<file path="src/rtl/tile_map_renderer.sv">
// tile_map_renderer: converts the game's 8x8 tile map into a 12-bit RGB pixel
// stream. The tile map is snapshotted on frame_start so a frame never tears.
// Pipeline: stage 1 computes the sprite ROM address, the ROM answers one cycle
// later, and stage 3 registers the final pixel (3 cycles end to end).
module tile_map_renderer #(
  parameter int          SCALE    = 3,
  parameter int          X0       = 128,
  parameter int          Y0       = 48,
  parameter logic [11:0] BG_COLOR = 12'h000
) (
  input  logic        clk,
  input  logic        rst,
  input  logic        frame_start,
  input  logic        pix_valid,
  input  logic [9:0]  h_cnt,
  input  logic [9:0]  v_cnt,
  input  logic [39:0] row1,
  input  logic [39:0] row2,
  input  logic [39:0] row3,
  input  logic [39:0] row4,
  input  logic [39:0] row5,
  input  logic [39:0] row6,
  input  logic [39:0] row7,
  input  logic [39:0] row8,
  output logic [12:0] rom_addr,
  input  logic [11:0] rom_data,
  output logic [11:0] pixel,
  output logic        pixel_valid
);

  localparam int          TILE    = 16 * SCALE;
  localparam int          AREA    = 128 * SCALE;
  localparam logic [9:0]  X0_V    = 10'(X0);
  localparam logic [9:0]  Y0_V    = 10'(Y0);
  localparam logic [10:0] X_LO    = 11'(X0);
  localparam logic [10:0] X_HI    = 11'(X0 + AREA);
  localparam logic [10:0] Y_LO    = 11'(Y0);
  localparam logic [10:0] Y_HI    = 11'(Y0 + AREA);
  localparam logic [9:0]  TILE_V  = 10'(TILE);
  localparam logic [9:0]  SCALE_V = 10'(SCALE);
  localparam logic [4:0]  DARK_IX = 5'd19;

  // Shadow tile map, entry index = {tile_row, tile_col}
  logic [4:0]  shadow_q [0:63];
  logic [4:0]  shadow_d [0:63];
  logic [39:0] rows_s   [0:7];

  logic [12:0] rom_addr_q, rom_addr_d;
  logic        s1_valid_q, s1_valid_d;
  logic        s1_show_q, s1_show_d;
  logic        s2_valid_q, s2_valid_d;
  logic        s2_show_q, s2_show_d;
  logic [11:0] pixel_q, pixel_d;
  logic        pixel_valid_q, pixel_valid_d;

  logic        inside_s;
  logic        dark_s;
  logic [9:0]  dx_s, dy_s;
  logic [2:0]  col_s, trow_s;
  logic [3:0]  sx_s, sy_s;
  logic [4:0]  idx_s;

  // Capture the whole tile map on frame_start, otherwise hold the snapshot
  always_comb begin
    rows_s[0] = row1;
    rows_s[1] = row2;
    rows_s[2] = row3;
    rows_s[3] = row4;
    rows_s[4] = row5;
    rows_s[5] = row6;
    rows_s[6] = row7;
    rows_s[7] = row8;
    for (int i = 0; i < 64; i++) begin
      shadow_d[i] = shadow_q[i];
    end
    if (frame_start) begin
      for (int r = 0; r < 8; r++) begin
        for (int c = 0; c < 8; c++) begin
          // column 0 sits in the most significant slice of each row word
          shadow_d[r*8 + c] = rows_s[r][39 - 5*c -: 5];
        end
      end
    end else begin
      for (int i = 0; i < 64; i++) begin
        shadow_d[i] = shadow_q[i];
      end
    end
  end

  // Stage 1: screen coordinate -> tile, texel and ROM address
  always_comb begin
    // range check is done on unsigned values before subtracting, so the
    // offsets below are only meaningful (and only used) when inside_s is set
    inside_s = pix_valid
             && ({1'b0, h_cnt} >= X_LO) && ({1'b0, h_cnt} < X_HI)
             && ({1'b0, v_cnt} >= Y_LO) && ({1'b0, v_cnt} < Y_HI);
    dx_s     = h_cnt - X0_V;
    dy_s     = v_cnt - Y0_V;
    col_s    = 3'(dx_s / TILE_V);
    trow_s   = 3'(dy_s / TILE_V);
    sx_s     = 4'((dx_s % TILE_V) / SCALE_V);
    sy_s     = 4'((dy_s % TILE_V) / SCALE_V);
    idx_s    = shadow_q[{trow_s, col_s}];
    dark_s   = (idx_s >= DARK_IX);

    s1_valid_d = pix_valid;
    s1_show_d  = inside_s && !dark_s;
    if (inside_s) begin
      rom_addr_d = {idx_s, sy_s, sx_s};
    end else begin
      rom_addr_d = rom_addr_q;
    end
  end

  // Stages 2 and 3: align flags with ROM data and select the output color
  always_comb begin
    s2_valid_d    = s1_valid_q;
    s2_show_d     = s1_show_q;
    pixel_valid_d = s2_valid_q;
    if (s2_show_q) begin
      pixel_d = rom_data;
    end else begin
      pixel_d = BG_COLOR;
    end
  end

  // Pipeline and shadow-map registers with synchronous reset
  always_ff @(posedge clk) begin
    if (rst) begin
      for (int i = 0; i < 64; i++) begin
        shadow_q[i] <= 5'd31;
      end
      rom_addr_q    <= 13'd0;
      s1_valid_q    <= 1'b0;
      s1_show_q     <= 1'b0;
      s2_valid_q    <= 1'b0;
      s2_show_q     <= 1'b0;
      pixel_q       <= 12'h000;
      pixel_valid_q <= 1'b0;
    end else begin
      for (int i = 0; i < 64; i++) begin
        shadow_q[i] <= shadow_d[i];
      end
      rom_addr_q    <= rom_addr_d;
      s1_valid_q    <= s1_valid_d;
      s1_show_q     <= s1_show_d;
      s2_valid_q    <= s2_valid_d;
      s2_show_q     <= s2_show_d;
      pixel_q       <= pixel_d;
      pixel_valid_q <= pixel_valid_d;
    end
  end

  assign rom_addr    = rom_addr_q;
  assign pixel       = pixel_q;
  assign pixel_valid = pixel_valid_q;

endmodule

</file>
<file path="config.mk">
export PLATFORM = sky130hd
export DESIGN_NAME = tile_map_renderer
export DESIGN_NICKNAME = d
export VERILOG_FILES = /design/src/rtl/tile_map_renderer.sv
export SDC_FILE = /design/constraint.sdc
export NUM_CORES = 1
export LEC_CHECK = 0
export ABC_AREA = 1
export CAP_MARGIN = 20
export CORE_ASPECT_RATIO = 0.5
export CORE_MARGIN = 3
export CORE_UTILIZATION = 55
export DETAILED_ROUTE_END_ITERATION = 16
export PLACE_DENSITY = 0.86
export SLEW_MARGIN = 20
export SYNTH_ARGS = -nofsm -noshare
export SYNTH_HDL_FRONTEND = slang
export SYNTH_SLANG_ARGS = --single-unit
export TNS_END_PERCENT = 5
</file>
<file path="constraint.sdc">
create_clock -name clk -period 29.9 [get_ports clk]
set_input_delay 8.97 -clock clk [delete_from_list [all_inputs] [get_ports clk]]
set_output_delay 8.97 -clock clk [all_outputs]
set_load 0.01 [all_outputs]
</file>
# == Yosys cells after proc, flatten, opt, wreduce, memory -nomap -nowiden ==
# Memory sizes are Yosys's and may differ from the RTL's.
# Cells that the tools add are included.
# classes
n_addsub,2
div_mod_pow,6
magnitude_cmp,5
eq_ne,1
mux,68
bitwise_logic,65
n_reduce_logical,8
# op_table
cell,count
2-to-1 mux 320 bit,1
2-to-1 mux 5 bit,64
bitwise OR 1 bit,64
"divider 10 x 2 -> 10 bit, second input constant",2
"divider 10 x 6 -> 10 bit, second input constant",2
"remainder unit 10 x 6 -> 10 bit, second input constant",2
">= comparator 10 x 6 -> 1 bit, second input constant",1
">= comparator 10 x 8 -> 1 bit, second input constant",1
"< comparator 10 bit, second input constant",1
"< comparator 10 x 9 -> 1 bit, second input constant",1
"subtractor 10 x 6 -> 10 bit, second input constant",1
"subtractor 10 x 8 -> 10 bit, second input constant",1
">= comparator 5 bit, second input constant",1
logical AND 1 bit,5
2-to-1 mux 1 bit,3
AND reduction 2 bit,1
OR reduction 2 bit,1
zero test 1 bit,1
"inequality test 1 bit, second input constant",1
NOT 1 bit,1
# word_totals
ff_bits,30
ram_bits,320
input_bits,356
output_inout_bits,26
wordCells,163
mem_count,1
# memory_table
name,depth,width,read_ports,rd_clocked_by_memory_dff,write_ports,line,source
shadow_q,64,5,1,0,64,44,logic [4:0] shadow_q [0:63];

# == Depth between registers and ports, before layout ==
# logic_depth
depth_word,6
mapped_depth,34
mapped_depth_nobuf,34

# == Worst setup path after synthesis ==
# No wires, ideal clock.
# synth_path
path_type,input port to flip-flop
from,in rst
to,mem shadow_q[0][0] (enable)
arrival_ps,14249
setup_slack_ps,13254
cell_stages,2
n_path_buf,0
path_cell_list,inv_1 -> nand2_1
# synth_lines
item,line,source
"start, declared",12,"input logic rst,"
"end, declared",44,

# == Worst setup path in the final report ==
# layout_path
from,in h_cnt[7]
to,reg s1_show_q
# layout_via
elab_chain_cells,6
elab_cells_between_ends,12
classes_between,1 x add/sub; 1 x div; 3 x order compare; 6 x reduce/logical; 1 x memory
# layout_rtl
item,line,source
"start, declared",15,"input logic [9:0] h_cnt,"
subtractor 10 x 8 -> 10 bit / >= comparator 10 x 8 -> 1 bit (equally long branches),"97, 95",
divider 10 x 6 -> 10 bit / logical AND 1 bit (equally long branches),"99, 95",
memory read (64 x 5 bit) / logical AND 1 bit (equally long branches),--,
>= comparator 5 bit / logical AND 1 bit (equally long branches),"104, 96",
zero test 1 bit / logical AND 1 bit (equally long branches),"107, 96",
logical AND 1 bit (*),107,s1_show_d = inside_s && !dark_s;
"end signal, assigned",146,s1_show_q <= s1_show_d;
"end, declared",50,"logic s1_show_q, s1_show_d;"
# Every way passes the cells marked *; elsewhere a longest branch is shown, timed or not.
# A chain may end at the register's enable or synchronous reset.

==> impl_results.md <==
- Crit. End Element: flop
- VDD IR-drop max: 0.0000415 V
- Sw Share: 0.302
- P&R area growth vs syn: 28.0%
- TritonCTS clock tree: built
- Vias in the first global route: roughly 14000
- Cell with the most instances after synthesis: nand2_1
- HP Class: flop to flop
- IO Pins: 382
- Max clock buf depth: 3
- Fill cells: between 2000 and 2500
- Outcome: finished clean
- Port Buffer Count: 381
- Post-CTS sizing: 0
- Max Cap Viol: 0
- First-pass GRT wire length: ~74 mm
- Top_reg_cell synth: edfxtp_1
- Horiz. Die Dim: 258 um
- Core ar.: just over 30000 um^2
- Crit Path Class: primary input to flop
- Die area: 34100 um^2
- Initial core utilization: 0.568
- Leak: 9.60 nW
- CTS buffer count: 29
- Dpl hpwl: 32.9 mm
- Routed wire per std cell: ~18 um
- Clock group share of total power: 0.296
- Cell taking the most area after synthesis: edfxtp_1
- Drc violations: 0
- Hold buffer count at cts: 0
- Setup Skew: about 0.017 ns
- Yosys warns: 0
- Final min period: 15.84 ns
- ANT nets after route: 0
- Final setup vio count: 0
- Worst skew pair latency: 0.58 ns
- Total negative slack: 0 ns
- H-tree depth: 1
- Total gr overflow: 0
- Period utilization: 0.530
- GRT Overall Usage: 0.278
- Drt initial violations: 1464
- Synth Register Bits: 350
- Power Total: 1.27 mW
- Actual slew at the worst max-slew pin: 1.08 ns
- FP Rows: between 40 and 50
- Main area contributors after synthesis: edfxtp_1 (55%), nand2_1 (9.1%), inv_1 (7.4%)
- CP Max Fanout: 139
- Worst path arrival time: between 15 and 20 ns
- Sequential element share of the synthesized area: 0.584
- Startpoint Class: primary input
- FMAX: between 0.06 and 0.07 GHz
- CP max stage delay: roughly 0.99 ns
- RSZ-0062 raised after global routing: false
- Crit path top cell by count: nand2_1
- Slew Limit Fails: 0
- Int Pwr: 0.888 mW
- Syn_nets: between 2000 and 2500
- Relative slew slack: 0.278
- Sinks on Clock Net: 350
- Total Wirelength: between 40 and 50 mm
- Comb power frac: 0.241
- Clock-pin slew on the worst setup and hold paths: 0.08 ns
- Final #Nets: 2624
- Distinct cells, synth: 35
- Clock root buffer master: clkbuf_16
- EDFF count, synth: 320
- Die H: 132 um
- Pre-antenna DRT Iters: 8
- Post-CTS Setup Inserts: 0
- Yosys top cell area share: 0.549
- Synth top cells by count: nand2_1 (425), inv_1 (346), edfxtp_1 (320), nand3_1 (179), or2_2 (150)
- Share of post-route cells with drive strength above 1: 0.0999
- Async SR Flop Fraction: 0
- Pwr dens: 56.8 nW/um^2
- Initial antenna violation count: 8
- Avg Vias per Cell: 5.34
- Final hold viol count: 0
- DR vias: between 10000 and 15000
- Slowest-stage cell, CP: clkinv_2
- Sw power: ~0.38 mW
- WP data required: 30.42 ns
- Average cell area after synthesis: roughly 9.0 um^2
- Syn Inst Count: 1941
- Largest net degree at the start of global routing: roughly 180
- Reg power frac: 0.463
- Cell Area, Synth: 17500 um^2
- Final GP Congestion: 0.862
==> layout make-up <==
| type | instances | area, um^2 | area share |
|---|---|---|---|
| Clock buffer | 32 | 757 | 0.0338 |
| Clock inverter | 22 | 159 | 0.00709 |
| Antenna cell | 9 | 22.5 | 0.00101 |
| Inverter | 351 | 1320 | 0.0589 |
| Multi-Input combinational cell | 1137 | 5500 | 0.246 |
| Tap cell | 423 | 529 | 0.0236 |
| Timing Repair Buffer | 391 | 3900 | 0.174 |
| Sequential cell | 350 | 10200 | 0.456 |
==> state kept, by name, indices dropped and copies added, names as in the netlist <==
signal,count
s1_valid_q,1
s2_show_q,1
s1_show_q,1
pixel,12
pixel_valid_d,1
rom_addr,13
shadow_q,320
pixel_valid,1
==> kinds of logic after synthesis <==
family / synth area share
flip-flops: 0.584
buffers and inverters: 0.103
XOR/XNOR: 0.00143
AND/OR/NAND/NOR: 0.231
AO/OA/AOI/OAI: 0.0750
adder cells (fa/ha/maj): 0.00572
==> final timing paths <==
kind	from	endpoint	slack, ns	cells past startpoint
min reg2reg	s1_valid_q	pixel_valid_d	0.40	2
max reg2reg	shadow_q[10][3]	s1_show_q	27.87	10
max	h_cnt[7]	s1_show_q	14.06	30
min	s1_valid_q	pixel_valid_d	0.40	2
==> through the flow <==
step | std cells | setup slack [ns] | utilization | hold slack (ns) | area, um^2
after floorplan | 1941 | 13.25 | - | 0.388 | 17500
after global placement | 2652 | 13.98 | 0.697 | 0.390 | 21500
after detailed placement | 2652 | 13.80 | 0.697 | 0.392 | 21500
after CTS | 2706 | 14.34 | 0.727 | 0.402 | 22400
after global routing | 2715 | 13.46 | 0.727 | 0.420 | 22400
final | 2715 | 14.06 | 0.727 | 0.402 | 22400
==> power groups by stage <==
stage               registers [mW]  logic, mW  clock network (mW)
floorplan                    0.601      0.197                   0
global placement             0.598      0.289                   0
detailed placement           0.599      0.299                   0
CTS                          0.589      0.303               0.378
global route                 0.592      0.339               0.399
finish                       0.589      0.307               0.377
==> critical path: cells and delay by family <==
family	cells	cell delay, ns
fa+ha+maj	1	0.23
xor+xnor	2	0.59
simple gates	18	3.21
buf+inv	5	2.74
compound gates	4	0.52
==> placed cells by master (no fill, tap or decap), types with 2 or more instances in the layout <==
cell and instances:
a21oi_1 70, buf_4 10, clkbuf_16 29, clkbuf_8 2, clkdlybuf4s50_1 380, clkinv_1 5, clkinv_2 12, clkinvlp_4 4
dfxtp_1 30, diode_2 9, edfxtp_1 320, ha_1 8, inv_1 346, inv_2 3, nand2_1 424, nand2_2 3
nand2_4 3, nand3_1 179, nand3b_1 8, nand4_1 9, nor2_1 105, nor2_2 2, nor2_4 3, o211ai_1 39
o21ai_0 69, o21ai_1 51, o21bai_1 4, or2_2 150
==> per-layer routing <==
layer	up-vias	GRT usage	routed length (um)
met5	-	0	0
met4	0	0.142	2550
met3	146	0.0386	3300
met2	640	0.497	25200
met1	6811	0.330	17400
li1	6888	-	-
Note: power is estimated with default switching activity, not from simulation.
